### src/rtl/rheed_pkg.sv
// Shared constants and the packer state type used by the RHEED pixel path.
// Contents: AXI word geometry, lane counter width, packer FSM enum,
// and a helper that builds a byte-lane keep mask from the last used lane.
package rheed_pkg;

    localparam int AXI_DATA_W     = 256;
    localparam int PIX_W          = 8;
    localparam int BYTES_PER_WORD = 32;
    localparam int LANE_W         = 5;

    typedef enum logic [1:0] {
        ST_IDLE = 2'd0,
        ST_PACK = 2'd1,
        ST_DONE = 2'd2
    } pack_state_t;

    // Lanes 0..last_lane are valid; lane 31 yields a full mask.
    function automatic logic [BYTES_PER_WORD-1:0] keep_mask(input logic [LANE_W-1:0] last_lane);
        logic [BYTES_PER_WORD-1:0] m;
        m = '0;
        for (int i = 0; i < BYTES_PER_WORD; i++) begin
            m[i] = (i <= int'(last_lane));
        end
        return m;
    endfunction

endpackage

### src/rtl/rheed_pixel_packer.sv
// Packs a cropped Mono8 frame (OUT_ROWS x OUT_COLS, raster order) into
// 256-bit AXI-Stream words, 32 pixels per word, pixel k in byte lane k.
// Ports: clk/reset (sync, active-high); ap_start/ap_idle/ap_done control;
// s_axis_* 8-bit pixel input; m_axis_* 256-bit output with tkeep/tlast.
// Latency: a word is valid one cycle after its closing pixel handshake.
// Backpressure: pixel input stalls while the output word is held unaccepted.
module rheed_pixel_packer
    import rheed_pkg::*;
#(
    parameter int OUT_ROWS = 20,
    parameter int OUT_COLS = 20
) (
    input  logic                      clk,
    input  logic                      reset,
    input  logic                      ap_start,
    output logic                      ap_idle,
    output logic                      ap_done,
    input  logic                      s_axis_tvalid,
    output logic                      s_axis_tready,
    input  logic [PIX_W-1:0]          s_axis_tdata,
    output logic                      m_axis_tvalid,
    input  logic                      m_axis_tready,
    output logic [AXI_DATA_W-1:0]     m_axis_tdata,
    output logic [BYTES_PER_WORD-1:0] m_axis_tkeep,
    output logic                      m_axis_tlast
);

    localparam int N     = OUT_ROWS * OUT_COLS;
    localparam int CNT_W = $clog2(N + 1);
    localparam logic [CNT_W-1:0] LAST_IDX = CNT_W'(N - 1);
    localparam logic [CNT_W-1:0] N_CNT    = CNT_W'(N);

    pack_state_t           state;
    logic [CNT_W-1:0]      pix_cnt;
    logic [LANE_W-1:0]     lane;
    logic [AXI_DATA_W-1:0] asm_q;
    logic [AXI_DATA_W-1:0] asm_next;
    logic                  pix_acc;
    logic                  last_pix;
    logic                  word_end;
    logic                  out_hs;

    assign ap_idle = (state == ST_IDLE);
    assign ap_done = (state == ST_DONE);

    // Input is refused while a completed word waits downstream, so the
    // output register can never be overwritten before it is taken.
    assign s_axis_tready = (state == ST_PACK) && (pix_cnt < N_CNT)
                           && !(m_axis_tvalid && !m_axis_tready);

    assign pix_acc  = s_axis_tvalid && s_axis_tready;
    assign last_pix = (pix_cnt == LAST_IDX);
    assign word_end = (lane == 5'd31) || last_pix;
    assign out_hs   = m_axis_tvalid && m_axis_tready;

    // Assembly word with the incoming pixel dropped into the current lane.
    always_comb begin
        asm_next = asm_q;
        asm_next[{lane, 3'b000} +: PIX_W] = s_axis_tdata;
    end

    always_ff @(posedge clk) begin
        if (reset) begin
            state         <= ST_IDLE;
            pix_cnt       <= '0;
            lane          <= '0;
            asm_q         <= '0;
            m_axis_tvalid <= 1'b0;
            m_axis_tdata  <= '0;
            m_axis_tkeep  <= '0;
            m_axis_tlast  <= 1'b0;
        end else begin
            case (state)
                ST_IDLE: begin
                    if (ap_start) begin
                        state   <= ST_PACK;
                        pix_cnt <= '0;
                        lane    <= '0;
                        asm_q   <= '0;
                    end
                end
                ST_PACK: begin
                    if (out_hs && m_axis_tlast) begin
                        state <= ST_DONE;
                    end
                end
                ST_DONE: state <= ST_IDLE;
                default: state <= ST_IDLE;
            endcase

            if (pix_acc) begin
                pix_cnt <= pix_cnt + CNT_W'(1);
                lane    <= lane + LANE_W'(1);
                // Clearing on word close keeps unused bytes of a short final word at zero.
                asm_q   <= word_end ? '0 : asm_next;
            end

            if (pix_acc && word_end) begin
                m_axis_tvalid <= 1'b1;
                m_axis_tdata  <= asm_next;
                m_axis_tkeep  <= keep_mask(lane);
                m_axis_tlast  <= last_pix;
            end else if (out_hs) begin
                m_axis_tvalid <= 1'b0;
            end
        end
    end

endmodule
### config.mk
export PLATFORM = sky130hd
export DESIGN_NAME = rheed_pixel_packer
export DESIGN_NICKNAME = d
export VERILOG_FILES = /design/src/rtl/rheed_pkg.sv /design/src/rtl/rheed_pixel_packer.sv
export SDC_FILE = /design/constraint.sdc
export NUM_CORES = 1
export LEC_CHECK = 0
export ABC_AREA = 1
export BUFFER_PORTS_ARGS = -buffer_cell sky130_fd_sc_hd__buf_2
export CAP_MARGIN = 25
export CORE_ASPECT_RATIO = 0.8
export CORE_UTILIZATION = 40
export CTS_CLUSTER_SIZE = 10
export DETAILED_ROUTE_END_ITERATION = 8
export PLACE_DENSITY_LB_ADDON = 0.25
export SYNTH_ARGS = -nofsm -noshare
export SYNTH_HDL_FRONTEND = slang
export SYNTH_SLANG_ARGS = --single-unit
export TNS_END_PERCENT = 30
### constraint.sdc
create_clock -name clk -period 3.31 [get_ports clk]
set_input_delay 0.331 -clock clk [delete_from_list [all_inputs] [get_ports clk]]
set_output_delay 0.331 -clock clk [all_outputs]
set_load 0.005 [all_outputs]
==> run summary <==
Grt total ovfl = 0
Fillers = 6807
DRC violations left = 0
Initial antenna violation count = 0
Arr. time, crit path = 3510 ps
Clock Path Buffers = 3
Worst EP required = 3870 ps
TritonCTS clock tree = built
Drt wl/cell = 18.0 um
Post-synthesis cell type count = 33
Worst min-delay path class = input pin to register
CTS clk-pin slew, worst paths = 60 ps
Initial Utilization = 40.7%
Die X = 292 um
Max_slew headroom = 27.8%
Share of layout cells above drive strength 1 = 12.2%
Detailed placement HPWL = 65.8 mm
Hold Fails Final Rpt = 0
RSZ-0062 raised after global routing = no
Area of the multi-input gates = 12300 um^2
Hold Path Depth = 2
Final Cycle Share = 89.2%
Vias per cell = 5.09
Port bufs = 305
Number of global-route vias before repair = 23.5k
CP Launch Type = register
CTS Buf Count = 67
Max_cap viols = 0
Reg area = 11300 um^2
Setup TNS = 0 ps
Post-CTS Resized = 0
Depth of the worst register-to-register path = 12
Clock sink count = 562
GR Util All Layers = 27.0%
I/O Pins = 306
Pin count of the biggest net entering global routing = 190
CTS H-tree lvls = 3
Leakage = 0.0143 uW
Flip-flop and latch count after synthesis = 562
Die H = 234 um
Net count, final = 4403
Critical path fanouts, max = 16
ANT cells = 0
Setup crit end kind = register
Seq/Total Area, Yosys = 41.8%
Total die area = 68300 um^2
Mean Syn Cell Area = 6.43 um^2
Mapped Cells = 4181
Cell taking the most area after synthesis = dfxtp_1
Post-route ant nets = 0
Mapped Nets = 4202
Worst IR Drop VDD = 343 uV
Crit path kind = register to register
Placement Rows = 84
Synth area leaders = dfxtp_1 42%, nand2_1 17%, inv_1 7.7%
Design Power = 14300 uW
Syn-to-layout area delta = 15.6%
Worst-margin pin slew = 1080 ps
Status = complete, no violations
Ys flop type = dfxtp_1
EDFF count, synth = 0
TritonRoute pass-1 iters = 6
Commonest non-fill, non-tap cells in the layout = 1228 x nand2_1, 562 x dfxtp_1, 554 x inv_1
Final setup violation count = 0
Cell area power density = 461 nW/um^2
Commonest non-fill, non-tap cell in the layout = nand2_1
Top achievable clock speed = 339 MHz
First-pass GRT wire length = 142 mm
Final Skew = 21.7 ps
Core area = 66100 um^2
Min cycle time layout = 2950 ps
GPL Wtd Cong = 0.969
CTS Root Cell = clkbuf_16
Initial drt markers = 2994
Async set-reset flop share out of synthesis = 0%
Top cell type's share of synthesized area = 41.8%
Fin. max-slew vios = 0
Via count of the routed design = 26.8k
Ys Warns = 0
Worst-skew pair later-pin latency = 630 ps
Cell Area, Synth = 26900 um^2
Final Core Density = 47.0%
Detailed-route wire length = 94.6 mm
sequential cells by signal (all words and copies together), names as in the netlist:
name,flops
m_axis_tdata,256
state,2
asm_q,256
lane,5
m_axis_tlast,1
m_axis_tvalid,1
m_axis_tkeep,32
pix_cnt,9
cell usage after synthesis, types with 7 or more instances:
cell      instances
nor2_1          448
buf_1            15
buf_2           113
nor3_1            7
clkbuf_1        101
nand3_1         400
o21ai_1          27
buf_4            17
ha_1              8
nand2_2          16
inv_1           555
dfxtp_1         562
inv_2            13
o21ai_0         166
nand2_1        1229
nor2_4           15
nand3_2          12
nand4_1          58
a21oi_1         388
nor2_2            9
area by class of cell:
cell class	count	share of cell area, %
multi-input cells	2797	39.7
flip-flops and latches	562	36.2
repair buffers	381	7.59
inverters	573	6.97
clock buffers	81	5.86
well taps	860	3.46
clock inverters	5	0.270
kinds of logic after synthesis:
group / count (synthesis) / synth area share (%)
AND/OR/NAND/NOR: 2204 / 34.5
buffers and inverters: 822 / 12.3
flip-flops: 562 / 41.8
AO/OA/AOI/OAI: 585 / 10.9
adder cells (fa/ha/maj): 8 / 0.372
worst max-delay path: stages (launching register included):
cell and delay (ps):
dfxtp_1 370, inv_4 90, ha_1 270, inv_1 150
nand2_1 80, nand2_2 260, buf_4 220, nand4_1 700
nand3_1 440, nand2_1 130, nand2_1 70, nand2_1 50
inv_1 50
final timing paths:
kind	startpoint	end	slack (ps)
hold reg to reg	asm_q[69]	asm_q[69]	460
setup / recovery	lane[0]	m_axis_tdata[170]	360
hold / removal	reset	m_axis_tlast	60
setup reg to reg	lane[0]	m_axis_tdata[170]	360
what timing repair did:
item,4_1_cts,5_1_grt
buffers inserted,0,0
endpoints found under the hold margin,1,0
hold buffers,1,0
stage by stage:
step           setup WS [ps]  area, um^2  hold slack [ps]  std cells
6_report                 358       31100             56.9       5259
3_3_place_gp             508       29200              452       5172
3_5_place_dp             441       29200              454       5172
4_1_cts                  415       31100             25.9       5259
5_1_grt                  153       31100             60.8       5259
2_1_floorplan            755       26900              444       4181
layer usage:
| layer | share of wire [%] | up-vias | track usage, % |
|---|---|---|---|
| li1 | - | 13400 | - |
| met1 | 45 | 12100 | 37.2 |
| met2 | 43 | 1048 | 41.0 |
| met3 | 9.4 | 178 | 6.46 |
| met4 | 3.4 | 0 | 9.57 |
| met5 | 0 | - | 0 |
power by group:
group	internal (uW)	switching, uW
Clock	3930	2880
Combinational	142	622
Sequential	6770	4.65
Total	10800	3500
Note: power is estimated with default switching activity, not from simulation.
